<file path="config.mk">
export PLATFORM = sky130hd
export DESIGN_NAME = carregador_programa_flat
export DESIGN_NICKNAME = d
export VERILOG_FILES = /design/src/rtl/carregador_programa_if.sv /design/src/rtl/carregador_programa.sv /design/src/flat_wrapper.sv
export SDC_FILE = /design/constraint.sdc
export NUM_CORES = 1
export LEC_CHECK = 0
export BUFFER_PORTS_ARGS = -buffer_cell sky130_fd_sc_hd__buf_2
export CORE_AREA = 2 2 103 95
export DETAILED_ROUTE_END_ITERATION = 7
export DIE_AREA = 0 0 105 97
export HOLD_SLACK_MARGIN = 0.15
export MAX_ROUTING_LAYER = met4
export PLACE_DENSITY = 0.88
export SLEW_MARGIN = 30
export SYNTH_ARGS = -nofsm -noshare
export SYNTH_HDL_FRONTEND = slang
export SYNTH_SLANG_ARGS = --single-unit
</file>
<file path="constraint.sdc">
create_clock -name clk -period 2.5 [get_ports clk]
set_input_delay 0.75 -clock clk [delete_from_list [all_inputs] [get_ports clk]]
set_output_delay 0.75 -clock clk [all_outputs]
set_load 0.02 [all_outputs]
</file>
<file path="src/rtl/carregador_programa_if.sv">
// Byte-stream handshake and instruction-memory write port of the program loader.
// The slave modport is the loader's side; master is the byte source/memory side.
interface carregador_programa_if;
    logic [7:0]  byte_entrada;
    logic        byte_valido;
    logic        byte_pronto;
    logic        mem_we;
    logic [31:0] mem_endereco;
    logic [31:0] mem_dado;

    modport master (
        output byte_entrada,
        output byte_valido,
        input  byte_pronto,
        input  mem_we,
        input  mem_endereco,
        input  mem_dado
    );

    modport slave (
        input  byte_entrada,
        input  byte_valido,
        output byte_pronto,
        output mem_we,
        output mem_endereco,
        output mem_dado
    );
endinterface

</file>
<file path="src/rtl/carregador_programa.sv">
// Program loader: 16-bit word-count header, then big-endian 32-bit words written to
// consecutive instruction-memory addresses; holds the CPU until the program is complete.
module carregador_programa #(
    parameter int unsigned PROFUNDIDADE  = 256,
    parameter logic [31:0] ENDERECO_BASE = 32'h00000000
) (
    input  logic                        clk,
    input  logic                        reset,
    input  logic                        iniciar,
    carregador_programa_if.slave        bus,
    output logic [15:0]                 palavras_carregadas,
    output logic                        cpu_liberado,
    output logic                        erro
);

    typedef enum logic [2:0] {
        StOcioso,
        StCabecalho,
        StCarga,
        StEscrita,
        StPronto,
        StErro
    } estado_e;

    localparam logic [16:0] LimitePalavras = 17'(PROFUNDIDADE);

    estado_e     estado_q, estado_d;
    logic [15:0] n_q, n_d;
    logic [1:0]  cnt_byte_q, cnt_byte_d;
    logic [31:0] palavra_q, palavra_d;
    logic [15:0] palavras_q, palavras_d;
    logic [31:0] endereco_q, endereco_d;
    logic [31:0] dado_q, dado_d;

    logic        pronto;
    logic        aceita;
    logic [15:0] n_novo;
    logic [31:0] palavra_nova;
    logic [15:0] palavras_inc;

    assign pronto       = (estado_q == StCabecalho) || (estado_q == StCarga);
    assign aceita       = bus.byte_valido && pronto;
    assign n_novo       = {n_q[15:8], bus.byte_entrada};
    assign palavra_nova = {palavra_q[23:0], bus.byte_entrada};
    assign palavras_inc = palavras_q + 16'd1;

    always_ff @(posedge clk) begin
        if (reset) begin
            estado_q   <= StOcioso;
            n_q        <= '0;
            cnt_byte_q <= '0;
            palavra_q  <= '0;
            palavras_q <= '0;
            endereco_q <= ENDERECO_BASE;
            dado_q     <= '0;
        end else begin
            estado_q   <= estado_d;
            n_q        <= n_d;
            cnt_byte_q <= cnt_byte_d;
            palavra_q  <= palavra_d;
            palavras_q <= palavras_d;
            endereco_q <= endereco_d;
            dado_q     <= dado_d;
        end
    end

    always_comb begin
        estado_d   = estado_q;
        n_d        = n_q;
        cnt_byte_d = cnt_byte_q;
        palavra_d  = palavra_q;
        palavras_d = palavras_q;
        endereco_d = endereco_q;
        dado_d     = dado_q;

        case (estado_q)
            StOcioso, StPronto, StErro: begin
                if (iniciar) begin
                    estado_d   = StCabecalho;
                    palavras_d = '0;
                    cnt_byte_d = '0;
                end
            end
            StCabecalho: begin
                if (aceita) begin
                    if (cnt_byte_q == 2'd0) begin
                        n_d[15:8]  = bus.byte_entrada;
                        cnt_byte_d = 2'd1;
                    end else begin
                        n_d        = n_novo;
                        cnt_byte_d = '0;
                        if (n_novo == 16'd0) begin
                            estado_d = StPronto;
                        end else if ({1'b0, n_novo} > LimitePalavras) begin
                            estado_d = StErro;
                        end else begin
                            estado_d = StCarga;
                        end
                    end
                end
            end
            StCarga: begin
                if (aceita) begin
                    palavra_d  = palavra_nova;
                    cnt_byte_d = cnt_byte_q + 2'd1;
                    // Latch the write payload now so it is stable for the single ESCRITA cycle.
                    if (cnt_byte_q == 2'd3) begin
                        estado_d   = StEscrita;
                        dado_d     = palavra_nova;
                        endereco_d = ENDERECO_BASE + 32'({palavras_q, 2'b00});
                    end
                end
            end
            StEscrita: begin
                palavras_d = palavras_inc;
                estado_d   = (palavras_inc == n_q) ? StPronto : StCarga;
            end
            default: begin
                estado_d = StOcioso;
            end
        endcase
    end

    assign bus.byte_pronto    = pronto;
    assign bus.mem_we         = (estado_q == StEscrita);
    assign bus.mem_endereco   = endereco_q;
    assign bus.mem_dado       = dado_q;
    assign palavras_carregadas = palavras_q;
    assign cpu_liberado        = (estado_q == StPronto);
    assign erro                = (estado_q == StErro);

endmodule

</file>
<file path="src/flat_wrapper.sv">
// flat-port wrapper written by rule: the top's interface ports become plain ports
module carregador_programa_flat 
#(
    parameter int unsigned PROFUNDIDADE  = 256,
    parameter logic [31:0] ENDERECO_BASE = 32'h00000000
)
  (clk, reset, iniciar, palavras_carregadas, cpu_liberado, erro, bus_byte_entrada, bus_byte_valido, bus_byte_pronto, bus_mem_we, bus_mem_endereco, bus_mem_dado);
  carregador_programa_if bus_i ();
  input  logic clk;
  input  logic reset;
  input  logic iniciar;
  output logic [15:0] palavras_carregadas;
  output logic cpu_liberado;
  output logic erro;
  input wire logic [$bits(bus_i.byte_entrada)-1:0] bus_byte_entrada;
  input wire logic [$bits(bus_i.byte_valido)-1:0] bus_byte_valido;
  output wire logic [$bits(bus_i.byte_pronto)-1:0] bus_byte_pronto;
  output wire logic [$bits(bus_i.mem_we)-1:0] bus_mem_we;
  output wire logic [$bits(bus_i.mem_endereco)-1:0] bus_mem_endereco;
  output wire logic [$bits(bus_i.mem_dado)-1:0] bus_mem_dado;
  assign bus_i.byte_entrada = bus_byte_entrada;
  assign bus_i.byte_valido = bus_byte_valido;
  assign bus_byte_pronto = bus_i.byte_pronto;
  assign bus_mem_we = bus_i.mem_we;
  assign bus_mem_endereco = bus_i.mem_endereco;
  assign bus_mem_dado = bus_i.mem_dado;
  carregador_programa #(.PROFUNDIDADE(PROFUNDIDADE), .ENDERECO_BASE(ENDERECO_BASE)) u_core (.clk(clk), .reset(reset), .iniciar(iniciar), .bus(bus_i), .palavras_carregadas(palavras_carregadas), .cpu_liberado(cpu_liberado), .erro(erro));
endmodule
</file>
==> impl_metrics.xml, run 1 <==
<?xml version="1.0" encoding="UTF-8"?>
<metrics>
  <group name="detailed_routing">
    <metric name="routed_met1_length" unit="µm">5320</metric>
    <metric name="route.vias.total" unit="">4576</metric>
    <metric name="vias_per_cell" unit="">5.61</metric>
    <metric name="routed_wire_length_per_instance" unit="µm">14.7</metric>
    <metric name="dr.max_layer_used" unit="">met4</metric>
    <metric name="routed-wl-met2" unit="µm">5640</metric>
    <metric name="totalWireLength" unit="µm">12000</metric>
    <metric name="drt.antenna.violating_nets" unit="">0</metric>
    <metric name="wl_met3" unit="µm">709</metric>
    <metric name="drt_pre_antenna_iters" unit="">5</metric>
    <metric name="drt-initial-drc-count" unit="">282</metric>
    <metric name="drcViolationCount" unit="">0</metric>
  </group>
  <group name="timing">
    <metric name="maxSlewViolCount" unit="">0</metric>
    <metric name="setup_tns" unit="ns">0</metric>
    <metric name="fin_worst_skew" unit="ns">0.00846</metric>
    <metric name="worstMarginPinSlew" unit="ns">0.594</metric>
    <metric name="maxSlewHeadroom" unit="%">60.0</metric>
    <metric name="share_of_the_clock_period_used_by_the_worst_path" unit="%">92.7</metric>
    <metric name="final.min_clock_period" unit="ns">2.32</metric>
    <metric name="grt_setup_unrepaired" unit="">false</metric>
    <metric name="final-setup-viol-count" unit="">0</metric>
    <metric name="hold_slack" unit="ns">0.457</metric>
    <metric name="timing.fmax" unit="MHz">431</metric>
    <metric name="final-hold-violation-count" unit="">0</metric>
    <metric name="worst_slack" unit="ns">0.182</metric>
  </group>
  <group name="synthesis">
    <metric name="yosysTopAreaCellShare" unit="%">44.9</metric>
    <metric name="yosysMostFrequentCell" unit="">nand2_1</metric>
    <metric name="synth_top_flop_cell" unit="">dfxtp_1</metric>
    <metric name="syn_area_per_cell" unit="µm²">7.73</metric>
    <metric name="yosys-top-cells-area" unit="">dfxtp_1 (45%), nand2_1 (13%), a21oi_1 (10%)</metric>
    <metric name="ys_ff_latch" unit="">109</metric>
    <metric name="synth.cell_area" unit="mm²">0.00486</metric>
    <metric name="synth_common_cells" unit="">nand2_1 (162), dfxtp_1 (109), a21oi_1 (99)</metric>
    <metric name="postSynth.asyncResetShare" unit="%">0</metric>
    <metric name="netlist_instances" unit="">628</metric>
    <metric name="synth_top_cell_by_area" unit="">dfxtp_1</metric>
    <metric name="sequential_element_share_of_the_synthesized_area" unit="%">44.9</metric>
    <metric name="count_of_different_cell_masters_after_synthesis" unit="">50</metric>
    <metric name="ys_warn_count" unit="">0</metric>
    <metric name="synth_enable_flop_cells" unit="">0</metric>
  </group>
  <group name="placed_design">
    <metric name="place_ws" unit="ns">0.234</metric>
    <metric name="number_of_buffers_added_on_ports" unit="">79</metric>
    <metric name="globalplace.congestion" unit="">0.904</metric>
    <metric name="placed_cells_incl_taps" unit="">800</metric>
    <metric name="dp_hpwl" unit="µm">8520</metric>
  </group>
  <group name="power_and_ir_drop">
    <metric name="internal-power" unit="mW">2.54</metric>
    <metric name="power.ir.vdd_worst" unit="mV">0.521</metric>
    <metric name="power_frac_comb" unit="%">13.1</metric>
    <metric name="part_of_the_power_in_the_clock_network" unit="%">34.8</metric>
    <metric name="net_sw_share" unit="%">27.3</metric>
    <metric name="post-layout-total-power" unit="mW">3.50</metric>
    <metric name="pleak" unit="nW">2.24</metric>
    <metric name="switching_power" unit="mW">0.955</metric>
    <metric name="seq_power_share" unit="%">52.1</metric>
    <metric name="pwr_cell_area" unit="mW/mm²">631</metric>
  </group>
  <group name="clocking">
    <metric name="hold_fix_buffers_at_cts" unit="">0</metric>
    <metric name="ctsHtreeMaxLevel" unit="">3</metric>
    <metric name="worst_skew_pair_latency" unit="ns">0.38</metric>
    <metric name="cts_made_buffers" unit="">9</metric>
    <metric name="clkSlewWorstSetupHoldPaths" unit="ns">0.10</metric>
    <metric name="postCtsSetupBuffers" unit="">0</metric>
    <metric name="max-clock-path-buffers" unit="">2</metric>
    <metric name="tritoncts" unit="">done</metric>
    <metric name="cts_sinks" unit="">109</metric>
    <metric name="clock-root-buffer" unit="">clkbuf_8</metric>
  </group>
  <group name="critical_path">
    <metric name="crit_arrival" unit="ns">1.57</metric>
    <metric name="worstSetupStartpointType" unit="">register</metric>
    <metric name="critical_path_maximum_fanout" unit="">12</metric>
    <metric name="worstRegToRegCells" unit="">7</metric>
    <metric name="endpoint_kind" unit="">output port</metric>
    <metric name="cp.required" unit="ns">1.75</metric>
    <metric name="setup.worst_path.class" unit="">register to output port</metric>
  </group>
  <group name="die">
    <metric name="fp.dieH" unit="µm">97</metric>
    <metric name="ios" unit="">96</metric>
    <metric name="fp-row-count" unit="">33</metric>
    <metric name="floorplan.core_area" unit="mm²">0.00900</metric>
    <metric name="design.die.area" unit="mm²">0.0102</metric>
    <metric name="chip_width" unit="µm">105</metric>
    <metric name="initial_core_util" unit="%">54.0</metric>
  </group>
  <group name="run">
    <metric name="maxCapViolCount" unit="">0</metric>
  </group>
  <group name="finish">
    <metric name="post_route_cells_drive_above_1_share" unit="%">17.3</metric>
    <metric name="finish.net_count" unit="">704</metric>
    <metric name="num_antenna_cells" unit="">0</metric>
    <metric name="area_delta_synth_final" unit="%">14.2</metric>
    <metric name="instances_no_fill" unit="">816</metric>
  </group>
  <group name="global_routing">
    <metric name="grt_overflow_total" unit="">0</metric>
    <metric name="grt_pass1_vias" unit="">4162</metric>
    <metric name="grt_start_max_net_pins" unit="">53</metric>
    <metric name="grt_first_pass_wirelength" unit="µm">19900</metric>
    <metric name="initial_antenna_violation_count" unit="">0</metric>
    <metric name="grt_usage" unit="%">24.5</metric>
  </group>
  <group name="status">
    <metric name="outcome" unit="">complete, no violations</metric>
  </group>
  <group name="min_path">
    <metric name="hold_path_depth" unit="">2</metric>
    <metric name="min_path_type" unit="">register to register</metric>
  </group>
</metrics>
flip-flops by register name, indices dropped and copies added, names as in the netlist:
| signal | flops |
|---|---|
| u_core.palavras_carregadas | 16 |
| u_core.cnt_byte_q | 2 |
| u_core.n_q | 16 |
| u_core.palavra_q | 24 |
| u_core.estado_q | 3 |
| u_core.bus.mem_dado | 32 |
| u_core.bus.mem_endereco | 16 |
stage by stage:
step / util (%) / area [µm²]
3_3_place_gp: 59.0 / 5320
6_report: 61.6 / 5550
3_5_place_dp: 59.0 / 5320
2_1_floorplan: - / 4910
5_1_grt: 61.6 / 5550
4_1_cts: 61.6 / 5540
worst paths after layout:
| check | start | to | slack, ns |
|---|---|---|---|
| setup / recovery | u_core.estado_q[0] | bus_mem_we | 0.18 |
| hold / removal | u_core.bus.mem_dado[15] | u_core.bus.mem_dado[15] | 0.46 |
| setup reg to reg | u_core.palavras_carregadas[1] | u_core.estado_q[1] | 0.18 |
| hold reg to reg | u_core.bus.mem_dado[15] | u_core.bus.mem_dado[15] | 0.46 |
critical path: stages (launching register included):
cell	delay, ns
dfxtp_2	0.43
nor2b_1	0.19
nand2_1	0.11
inv_2	0.24
buf_2	0.22
cells in the final DEF, fill, tap and decap left out, drive strengths merged, types with 13 or more instances in the layout:
cell / synthesis / layout
conb: 1 / 16
nand2: 162 / 162
mux2i: 17 / 17
nor2: 42 / 42
buf: 36 / 95
inv: 10 / 13
dfxtp: 109 / 109
a21oi: 99 / 99
o21ai: 15 / 15
power by group through the flow:
stage,Clock (mW),Combinational [mW],Sequential (mW)
floorplan,0,0.374,1.83
global placement,0,0.429,1.86
detailed placement,0,0.448,1.86
CTS,1.23,0.451,1.82
global route,1.30,0.495,1.83
finish,1.22,0.458,1.82
cell families after synthesis:
group,count (synthesis),share of synthesized area [%]
DFF,109,44.9
other,1,0.0772
AOI/OAI and AO/OA,137,15.4
and+or+nand+nor,271,24.6
muxes,17,3.50
xor gates and xnor gates,20,3.61
adders and majority gates,3,0.773
buffers and inverters,70,7.11
repair_timing:
| item | in CTS | in global routing |
|---|---|---|
| endpoints found under the hold margin | 0 | 0 |
| setup endpoints to repair | 0 | 3 |
| resized for setup | 0 | 2 |
layer usage:
| layer | vias up | global-route usage [%] |
|---|---|---|
| li1 | 2201 | - |
| met4 | 0 | 10.7 |
| met1 | 2169 | 32.5 |
| met3 | 27 | 3.77 |
| met2 | 179 | 37.1 |
| met5 | - | - |
final cells by class:
class | count | area [µm²]
Clock inverter | 6 | 91.3
Inverter | 10 | 37.5
Timing Repair Buffer | 95 | 556
Multi-Input combinational cell | 464 | 2390
Fill cell | 809 | 3450
Tap cell | 122 | 153
Sequential cell | 109 | 2180
Clock buffer | 10 | 138
Note: power is estimated with default switching activity, not from simulation.
==> run 2: changes to the inputs <==
CORE_AREA = 2 2 138 126   (was 2 2 103 95)
DIE_AREA = 0 0 140 128   (was 0 0 105 97)
PLACE_DENSITY = 0.58   (was 0.88)
==> run 2 against run 1 <==
Against the previous run: the run now ends with DRC left; first-iteration DRC count fell by 0.71%; die area up 76%; sequential power about the same; clock power increased by 20%; sequential cell count unchanged; critical path depth is 3 higher; critical path type is now register to register.
==> impl_metrics.xml, run 2 (same netlist as run 1, synthesis figures left out) <==
<?xml version="1.0" encoding="UTF-8"?>
<metrics>
  <group name="status">
    <metric name="outcome" unit="">finished with violations</metric>
    <metric name="violated_checks" unit="">DRC</metric>
  </group>
  <group name="detailed_routing">
    <metric name="vias_per_cell" unit="">4.73</metric>
    <metric name="dr.max_layer_used" unit="">met4</metric>
    <metric name="totalWireLength" unit="µm">12900</metric>
    <metric name="drt-initial-drc-count" unit="">280</metric>
    <metric name="route.vias.total" unit="">4301</metric>
    <metric name="drt_pre_antenna_iters" unit="">8</metric>
    <metric name="routed-wl-met2" unit="µm">5680</metric>
    <metric name="wl_met3" unit="µm">537</metric>
    <metric name="routed_wire_length_per_instance" unit="µm">14.2</metric>
    <metric name="drcViolationCount" unit="">7</metric>
    <metric name="routed_met1_length" unit="µm">6570</metric>
    <metric name="drt.antenna.violating_nets" unit="">0</metric>
  </group>
  <group name="power_and_ir_drop">
    <metric name="pwr_cell_area" unit="mW/mm²">648</metric>
    <metric name="net_sw_share" unit="%">27.0</metric>
    <metric name="pleak" unit="nW">2.31</metric>
    <metric name="power.ir.vdd_worst" unit="mV">0.308</metric>
    <metric name="power_frac_comb" unit="%">12.1</metric>
    <metric name="seq_power_share" unit="%">48.8</metric>
    <metric name="internal-power" unit="mW">2.72</metric>
    <metric name="part_of_the_power_in_the_clock_network" unit="%">39.1</metric>
    <metric name="switching_power" unit="mW">1.01</metric>
  </group>
  <group name="critical_path">
    <metric name="crit_arrival" unit="ns">2.54</metric>
    <metric name="worstSetupStartpointType" unit="">register</metric>
    <metric name="crit_path_start" unit="">u_core.palavras_carregadas[1]</metric>
    <metric name="worstRegToRegCells" unit="">7</metric>
    <metric name="setup.worst_path.class" unit="">register to register</metric>
    <metric name="critical_path_maximum_fanout" unit="">7</metric>
    <metric name="capture_instance_of_the_worst_register_to_register_path" unit="">u_core.estado_q[1]</metric>
    <metric name="setup.reg_to_reg.worst_slack" unit="ns">0.22</metric>
    <metric name="endpoint_kind" unit="">register</metric>
    <metric name="cp.required" unit="ns">2.76</metric>
    <metric name="regToRegStartpoint" unit="">u_core.palavras_carregadas[1]</metric>
  </group>
  <group name="global_routing">
    <metric name="grt_first_pass_wirelength" unit="µm">20700</metric>
    <metric name="grt_usage" unit="%">15.0</metric>
    <metric name="grt_start_max_net_pins" unit="">62</metric>
    <metric name="grt_pass1_vias" unit="">3875</metric>
    <metric name="grt_overflow_total" unit="">0</metric>
    <metric name="initial_antenna_violation_count" unit="">0</metric>
  </group>
  <group name="die">
    <metric name="fp.dieH" unit="µm">128</metric>
    <metric name="floorplan.core_area" unit="mm²">0.0166</metric>
    <metric name="initial_core_util" unit="%">29.2</metric>
    <metric name="chip_width" unit="µm">140</metric>
    <metric name="ios" unit="">96</metric>
    <metric name="fp-row-count" unit="">45</metric>
    <metric name="design.die.area" unit="mm²">0.0179</metric>
  </group>
  <group name="timing">
    <metric name="maxSlewViolCount" unit="">0</metric>
    <metric name="final-setup-viol-count" unit="">0</metric>
    <metric name="final-hold-violation-count" unit="">0</metric>
    <metric name="fin_worst_skew" unit="ns">0.00725</metric>
    <metric name="timing.fmax" unit="MHz">438</metric>
    <metric name="share_of_the_clock_period_used_by_the_worst_path" unit="%">91.3</metric>
    <metric name="setup_tns" unit="ns">0</metric>
    <metric name="final.min_clock_period" unit="ns">2.28</metric>
    <metric name="grt_setup_unrepaired" unit="">false</metric>
  </group>
  <group name="min_path">
    <metric name="holdPathEnd" unit="">u_core.bus.mem_dado[29]</metric>
    <metric name="hold_path_depth" unit="">2</metric>
    <metric name="min_path_type" unit="">register to register</metric>
    <metric name="hold_path.startpoint" unit="">u_core.bus.mem_dado[29]</metric>
  </group>
  <group name="clocking">
    <metric name="cts_sinks" unit="">109</metric>
    <metric name="clock-root-buffer" unit="">clkbuf_16</metric>
    <metric name="clkSlewWorstSetupHoldPaths" unit="ns">0.08</metric>
    <metric name="tritoncts" unit="">done</metric>
    <metric name="hold_fix_buffers_at_cts" unit="">0</metric>
    <metric name="worst_skew_pair_latency" unit="ns">0.36</metric>
    <metric name="ctsHtreeMaxLevel" unit="">3</metric>
    <metric name="cts_made_buffers" unit="">9</metric>
    <metric name="max-clock-path-buffers" unit="">2</metric>
  </group>
  <group name="finish">
    <metric name="fillerInstances" unit="">1790</metric>
    <metric name="instances_no_fill" unit="">909</metric>
    <metric name="largest_reg_flops" unit="">32</metric>
    <metric name="final_cell_mix" unit="">nand2_1 (161), dfxtp_1 (109), a21oi_1 (99)</metric>
    <metric name="num_antenna_cells" unit="">0</metric>
    <metric name="finish.net_count" unit="">709</metric>
    <metric name="mostFrequentLayoutCell" unit="">nand2_1</metric>
    <metric name="area_delta_synth_final" unit="%">18.6</metric>
    <metric name="layout.area.seq" unit="mm²">0.00218</metric>
    <metric name="post_route_cells_drive_above_1_share" unit="%">17.6</metric>
    <metric name="multiInputGateArea" unit="mm²">0.00240</metric>
  </group>
  <group name="placed_design">
    <metric name="placed_cells_incl_taps" unit="">894</metric>
    <metric name="globalplace.congestion" unit="">0.837</metric>
    <metric name="dp_hpwl" unit="µm">9160</metric>
    <metric name="number_of_buffers_added_on_ports" unit="">79</metric>
  </group>
  <group name="run">
    <metric name="maxCapViolCount" unit="">0</metric>
  </group>
</metrics>
-- run 2: changes by cell type in the layout (fill, tap and decap cells not counted) --
cell        before  now
clkbuf_8        10    0
dfxtp_2          2    0
clkbuf_16        0    9
dfxtp_1        107  109
buf_4           14   20
inv_6            3    2
nor4_4           0    1
nor4_2           1    0
clkinvlp_4       0    1
buf_12           3    2
nand2_2          0    1
inv_8            0    1
nand2_1        162  161
bufinv_16        2    1
-- run 2: worst max-delay path, cell delays in order (launching register included) --
cell and delay [ns]:
dfxtp_1 0.45, ha_1 0.29, nand3_1 0.23, or4_1 0.51
xnor2_1 0.15, a21oi_1 0.24, nand3_1 0.12, o21a_1 0.18
-- run 2: power groups by stage --
stage                     combinational, mW  clock [mW]  sequential [mW]
after floorplan                       0.374           0             1.83
after global placement                0.450           0             1.86
after detailed placement              0.450           0             1.86
after CTS                             0.452        1.50             1.82
after global routing                  0.502        1.57             1.83
final                                 0.453        1.46             1.82
-- run 2: per-layer routing --
layer	vias to the layer above	global-route usage, %
met5	-	-
met4	0	3.39
li1	2207	-
met1	1998	20.6
met2	84	22.6
met3	12	3.47
-- run 2: final cells by class --
cell class / count / area share, %
multi-input combinational: 464 / 41.6
clock inverter: 6 / 1.24
tap: 211 / 4.58
inverter: 10 / 0.652
sequential: 109 / 37.9
timing repair buffer: 100 / 10.1
clock buffer: 9 / 3.91
-- run 2: worst max-delay path by stage --
stage	to	slack (ns)
3_5_place_dp	u_core.estado_q[1]	0.22
4_1_cts	u_core.estado_q[1]	0.21
5_1_grt	u_core.estado_q[1]	0.03
3_3_place_gp	u_core.estado_q[1]	0.30
2_1_floorplan	u_core.estado_q[1]	0.25
6_report	u_core.estado_q[1]	0.22
-- run 2: repair_timing --
action,4_1_cts,5_1_grt
setup buffers,0,0
setup endpoints to repair,0,1
resized for setup,0,1
-- run 2: per-stage QoR --
| step | total power [mW] | setup WS (ns) | hold slack [ns] | util, % | cell area, µm² |
|---|---|---|---|---|---|
| after floorplan | 2.20 | 0.248 | 0.432 | - | 4910 |
| after global placement | 2.31 | 0.305 | 0.439 | 32.8 | 5450 |
| after detailed placement | 2.31 | 0.225 | 0.445 | 32.8 | 5450 |
| after CTS | 3.77 | 0.205 | 0.455 | 34.6 | 5750 |
| after global routing | 3.90 | 0.0314 | 0.468 | 34.7 | 5760 |
| final | 3.73 | 0.217 | 0.451 | 34.7 | 5760 |
